File: config.mk
export PLATFORM = sky130hd
export DESIGN_NAME = inst_loader
export DESIGN_NICKNAME = d
export VERILOG_FILES = /design/src/rtl/inst_loader.sv
export SDC_FILE = /design/constraint.sdc
export NUM_CORES = 1
export LEC_CHECK = 0
export ABC_AREA = 0
export ABC_CLOCK_PERIOD_IN_PS = 3100
export CAP_MARGIN = 20
export CORE_UTILIZATION = 54
export CTS_BUF_LIST = sky130_fd_sc_hd__clkbuf_16
export DETAILED_ROUTE_END_ITERATION = 12
export MAX_ROUTING_LAYER = met4
export PLACE_DENSITY = 0.84
export REMOVE_ABC_BUFFERS = 1
export SYNTH_ARGS = -nofsm -noshare
export SYNTH_HDL_FRONTEND = slang
export SYNTH_SLANG_ARGS = --single-unit
export TNS_END_PERCENT = 5
File: constraint.sdc
create_clock -name clk -period 3.1 [get_ports clk]
set_clock_uncertainty 0.1 [all_clocks]
set_input_delay 0.31 -clock clk [delete_from_list [all_inputs] [get_ports clk]]
set_output_delay 0.31 -clock clk [all_outputs]
set_load 0.005 [all_outputs]
File: src/rtl/inst_loader.sv
// inst_loader: boot-time program loader (write side of the instruction memory).
// Accepts a byte stream over a valid/ready handshake and assembles big-endian
// 32-bit words, where the first byte is bits [31:24]. Words are written to
// sequential instruction-memory addresses starting at 0. The core is held in
// reset while a load is in progress. On completion the loader pulses done and
// reports an XOR checksum of the loaded image.
//
// Ports:
//   clk, reset          rising-edge clock, synchronous active-high reset
//   start, num_words    begin a session with a word count (clamped to 2**IW)
//   byte_valid/_data    input byte stream
//   byte_ready          loader accepts a byte this cycle
//   wr_en/addr/data     instruction-memory write port, one strobe per word
//   busy, cpu_hold      session in progress (cpu_hold mirrors busy)
//   done                one-cycle completion pulse
//   csum                XOR of all words written this session
module inst_loader #(
   parameter int unsigned IW = 4
) (
   input  logic          clk,
   input  logic          reset,
   input  logic          start,
   input  logic [IW:0]   num_words,
   input  logic          byte_valid,
   input  logic [7:0]    byte_data,
   output logic          byte_ready,
   output logic          wr_en,
   output logic [IW-1:0] wr_addr,
   output logic [31:0]   wr_data,
   output logic          busy,
   output logic          cpu_hold,
   output logic          done,
   output logic [31:0]   csum
);

   typedef enum logic [1:0] {StIdle, StRecv, StWrite, StDone} state_e;

   localparam logic [IW:0] MaxWords = {1'b1, {IW{1'b0}}};

   state_e      state;
   logic [IW:0] count;
   logic [IW:0] word_idx;
   logic [IW:0] word_next;
   logic [1:0]  byte_idx;
   // Holds bytes 0..2 of the current word; byte 3 is merged directly on write.
   // Shifting left puts byte 0 in the top lane once all four bytes are in.
   logic [23:0] shreg;

   assign word_next = word_idx + {{IW{1'b0}}, 1'b1};

   always_ff @(posedge clk) begin
      if (reset) begin
         state      <= StIdle;
         count      <= '0;
         word_idx   <= '0;
         byte_idx   <= '0;
         shreg      <= '0;
         byte_ready <= 1'b0;
         wr_en      <= 1'b0;
         wr_addr    <= '0;
         wr_data    <= '0;
         done       <= 1'b0;
         csum       <= '0;
      end else begin
         unique case (state)
            StIdle: begin
               if (start) begin
                  csum     <= '0;
                  word_idx <= '0;
                  byte_idx <= '0;
                  count    <= (num_words > MaxWords) ? MaxWords : num_words;
                  if (num_words == '0) begin
                     state <= StDone;
                     done  <= 1'b1;
                  end else begin
                     state      <= StRecv;
                     byte_ready <= 1'b1;
                  end
               end
            end
            StRecv: begin
               if (byte_valid && byte_ready) begin
                  byte_idx <= byte_idx + 2'd1;
                  if (byte_idx == 2'd3) begin
                     state      <= StWrite;
                     byte_ready <= 1'b0;
                     wr_en      <= 1'b1;
                     wr_addr    <= word_idx[IW-1:0];
                     wr_data    <= {shreg, byte_data};
                  end else begin
                     shreg <= {shreg[15:0], byte_data};
                  end
               end
            end
            StWrite: begin
               wr_en    <= 1'b0;
               csum     <= csum ^ wr_data;
               word_idx <= word_next;
               // Full-width compare so a count of 2**IW ends at address 2**IW-1.
               if (word_next == count) begin
                  state <= StDone;
                  done  <= 1'b1;
               end else begin
                  state      <= StRecv;
                  byte_ready <= 1'b1;
               end
            end
            StDone: begin
               done  <= 1'b0;
               state <= StIdle;
            end
            default: state <= StIdle;
         endcase
      end
   end

   assign busy     = (state != StIdle);
   assign cpu_hold = busy;

endmodule

==> run summary <==
Top cells by area, synth: dfxtp_1 (52%), nand2_1 (14%), a21oi_1 (8.4%)
GRT met2 Usage: 0.4051
Peak Freq: 0.4147 GHz
Die width: 89.96 um
CTS buffer count: 9
Hold Path Cell Cnt: 2
RSZ-0062 raised after global routing: false
I/O pin count: 90
Hold_buf cts: 0
Worst path required time: 3.25 ns
Number of synthesized flops with an enable pin: 0
Seq cells post-synth: 109
CP Capture Type: flip-flop
Worst setup SP type: flip-flop
Drt first pass iters: 4
Clock slew at reported path FFs: 0.07 ns
Fin crit share: 0.7779
Post-Route WL: 9398 um
Total global-route track usage: 0.2465
Antenna-violating nets left: 0
Routed len/inst: 13.64 um
Share of cells above drive strength 1: 0.06271
Ant. Diodes: 0
Gr ovfl total: 0
Reg2Reg Launch Point: state[0]$_SDFFE_PP0P_
Row cnt: 31
Max-slew violations: 0
Fillers: 546
Global routing usage on met3: 0.05245
Hold path endpoint: wr_data[29]$_SDFFE_PP0P_
Most frequent cells in the layout: nand2_1 (152), dfxtp_1 (109), clkdlybuf4s50_1 (88)
First-pass GRT wire length: 15840 um
# resized after CTS: 0
Cells after Synth: 510
Post-Syn Area: 4178 um2
DR DRC count: 0
Die footprint: 8092 um2
RD Place Congestion: 0.8239
Area Overhead vs Synth: 29.44%
CP arrival: 2.57 ns
Via count: 3648
Clock sinks: 109
Most crowded layer after global routing: met2
Largest area contributor in the netlist: dfxtp_1
Final Hold Fails: 0
Post-synth top flop: dfxtp_1
Setup Crit Path Kind: reg -> reg
Largest net degree at the start of global routing: 84
Slew HR: 0.3828
Number of max-cap violations: 0
Pwr Density: 493.4 nW/um2
Vias in the first global route: 3363
Syn_area_per_cell: 8.192 um2
Min-delay src: shreg[21]$_SDFFE_PP0P_
Vias per inst: 5.295
Peak VDD IR: 366.3 uV
Setup TNS: 0 ns
Worst Max-Slew Pin Slew: 0.9238 ns
Distinct cells, synth: 36
Clock root cell: clkbuf_16
Chip height: 89.96 um
Pwr Total: 2.668 mW
Synth async-reset ratio: 0
Min cycle time layout: 2.411 ns
Layout Cells excl Fill: 689
Clk buf depth: 2
Seq/Total Area, Yosys: 0.5223
Crit path max fanout: 38
Worst reg2reg endpoint: wr_data[12]$_SDFFE_PP0P_
Post-Place Cells: 673
HPWL after detailed placement: 5840 um
Clk Latency, worst-skew pair: 0.34 ns
Nets: 604
Core area: 7370 um2
Starting Density: 0.5669
Top-area cell type share of the netlist area: 0.5223
Min-Delay Path Class: reg -> reg
Input/output buffers: 89
Met1 global-route usage: 0.3056
R2R Setup Slk: 0.69 ns
Setup repair bufs after CTS: 0
CTS H-tree depth: 3
Commonest non-fill, non-tap cell in the layout: nand2_1
TritonCTS clock tree: yes
Synth Warn #: 0
Leakage power: 1.852 nW
FF-to-FF path depth: 5
Initial antenna violation count: 0
Endpoints failing setup: 0
Outcome: complete, no violations
DR iter-0 viols: 217
-- metal layers --
metal | vias up | part of all wire | routed length (um)
met5 | - | 0 | 0
met4 | 0 | 0.0072 | 68
met3 | 7 | 0.065 | 607
met2 | 132 | 0.49 | 4601
met1 | 1705 | 0.44 | 4121
li1 | 1804 | - | -
-- area by class of cell --
class / instances / area (um2) / area share
clock buffers: 9 / 225.2 / 0.04165
clock inverters: 7 / 75.07 / 0.01388
inverters: 3 / 11.26 / 0.002082
multi-input cells: 365 / 1844 / 0.3410
flip-flops and latches: 109 / 2182 / 0.4035
well taps: 99 / 123.9 / 0.02291
repair buffers: 97 / 945.9 / 0.1749
-- worst max-delay path: stages, from the launching register on --
cell	delay, ns
dfxtp_1	0.66
nor2b_4	0.30
nand3_2	0.18
nor2_4	0.72
nand2_1	0.16
a21oi_1	0.18
-- cell families (layout without fill, tap and decap cells) --
| group | Yosys count | after routing | synth area share |
|---|---|---|---|
| XOR/XNOR | 32 | 32 | 0.06709 |
| buffers and inverters | 36 | 116 | 0.03863 |
| adder cells (fa/ha/maj) | 2 | 2 | 0.005989 |
| multiplexers | 8 | 8 | 0.02127 |
| AO/OA/AOI/OAI | 92 | 92 | 0.1207 |
| flip-flops | 109 | 109 | 0.5223 |
| AND/OR/NAND/NOR | 231 | 231 | 0.2240 |
-- cells in the mapped netlist (2+ instances only) --
cell type,n
a21oi_1,70
a22oi_1,9
buf_2,8
buf_4,4
clkbuf_1,19
dfxtp_1,109
ha_1,2
inv_1,3
mux2_2,7
nand2_1,152
nand3_1,6
nand4_1,2
nor2_1,55
nor3_1,4
nor3b_1,5
o21ai_0,5
xnor2_1,3
xor2_1,29
-- registers in the layout (all words and copies together), names as in the netlist --
name        cells
byte_ready      1
word_idx        5
wr_data        32
shreg          24
state           2
count           5
wr_addr         4
csum           32
byte_idx        2
wr_en           1
done            1
-- how the worst max path moves through the flow --
| stage | startpoint | to | slack, ns | depth (start not counted) |
|---|---|---|---|---|
| global placement | state[0]$_SDFFE_PP0P_ | wr_data[2]$_SDFFE_PP0P_ | 0.84 | 5 |
| global route | state[0]$_SDFFE_PP0P_ | wr_data[12]$_SDFFE_PP0P_ | 0.53 | 5 |
| detailed placement | state[0]$_SDFFE_PP0P_ | wr_data[1]$_SDFFE_PP0P_ | 0.79 | 5 |
| floorplan | state[0]$_SDFFE_PP0P_ | state[1]$_SDFFE_PP0P_ | 0.59 | 5 |
| CTS | state[0]$_SDFFE_PP0P_ | wr_data[12]$_SDFFE_PP0P_ | 0.71 | 5 |
| finish | state[0]$_SDFFE_PP0P_ | wr_data[12]$_SDFFE_PP0P_ | 0.69 | 5 |
-- power breakdown --
part           switching (mW)  leakage [nW]  internal (mW)  total [mW]
Clock                   0.518         0.140          0.630        1.15
Combinational          0.0603         0.834         0.0428       0.103
Sequential             0.0112         0.879           1.41        1.42
-- stage by stage --
step           worst slack [ns]    util  hold slack [ns]  area, um2
6_report                 0.6886  0.7338           0.3583       5408
5_1_grt                  0.5339  0.7338           0.3675       5408
4_1_cts                  0.7140  0.7338           0.3557       5408
3_5_place_dp             0.7903  0.6930           0.3457       5107
3_3_place_gp             0.8423  0.6930           0.3373       5107
2_1_floorplan            0.5892       -           0.2791       4028
No activity file was read; power rests on OpenSTA's default activity.
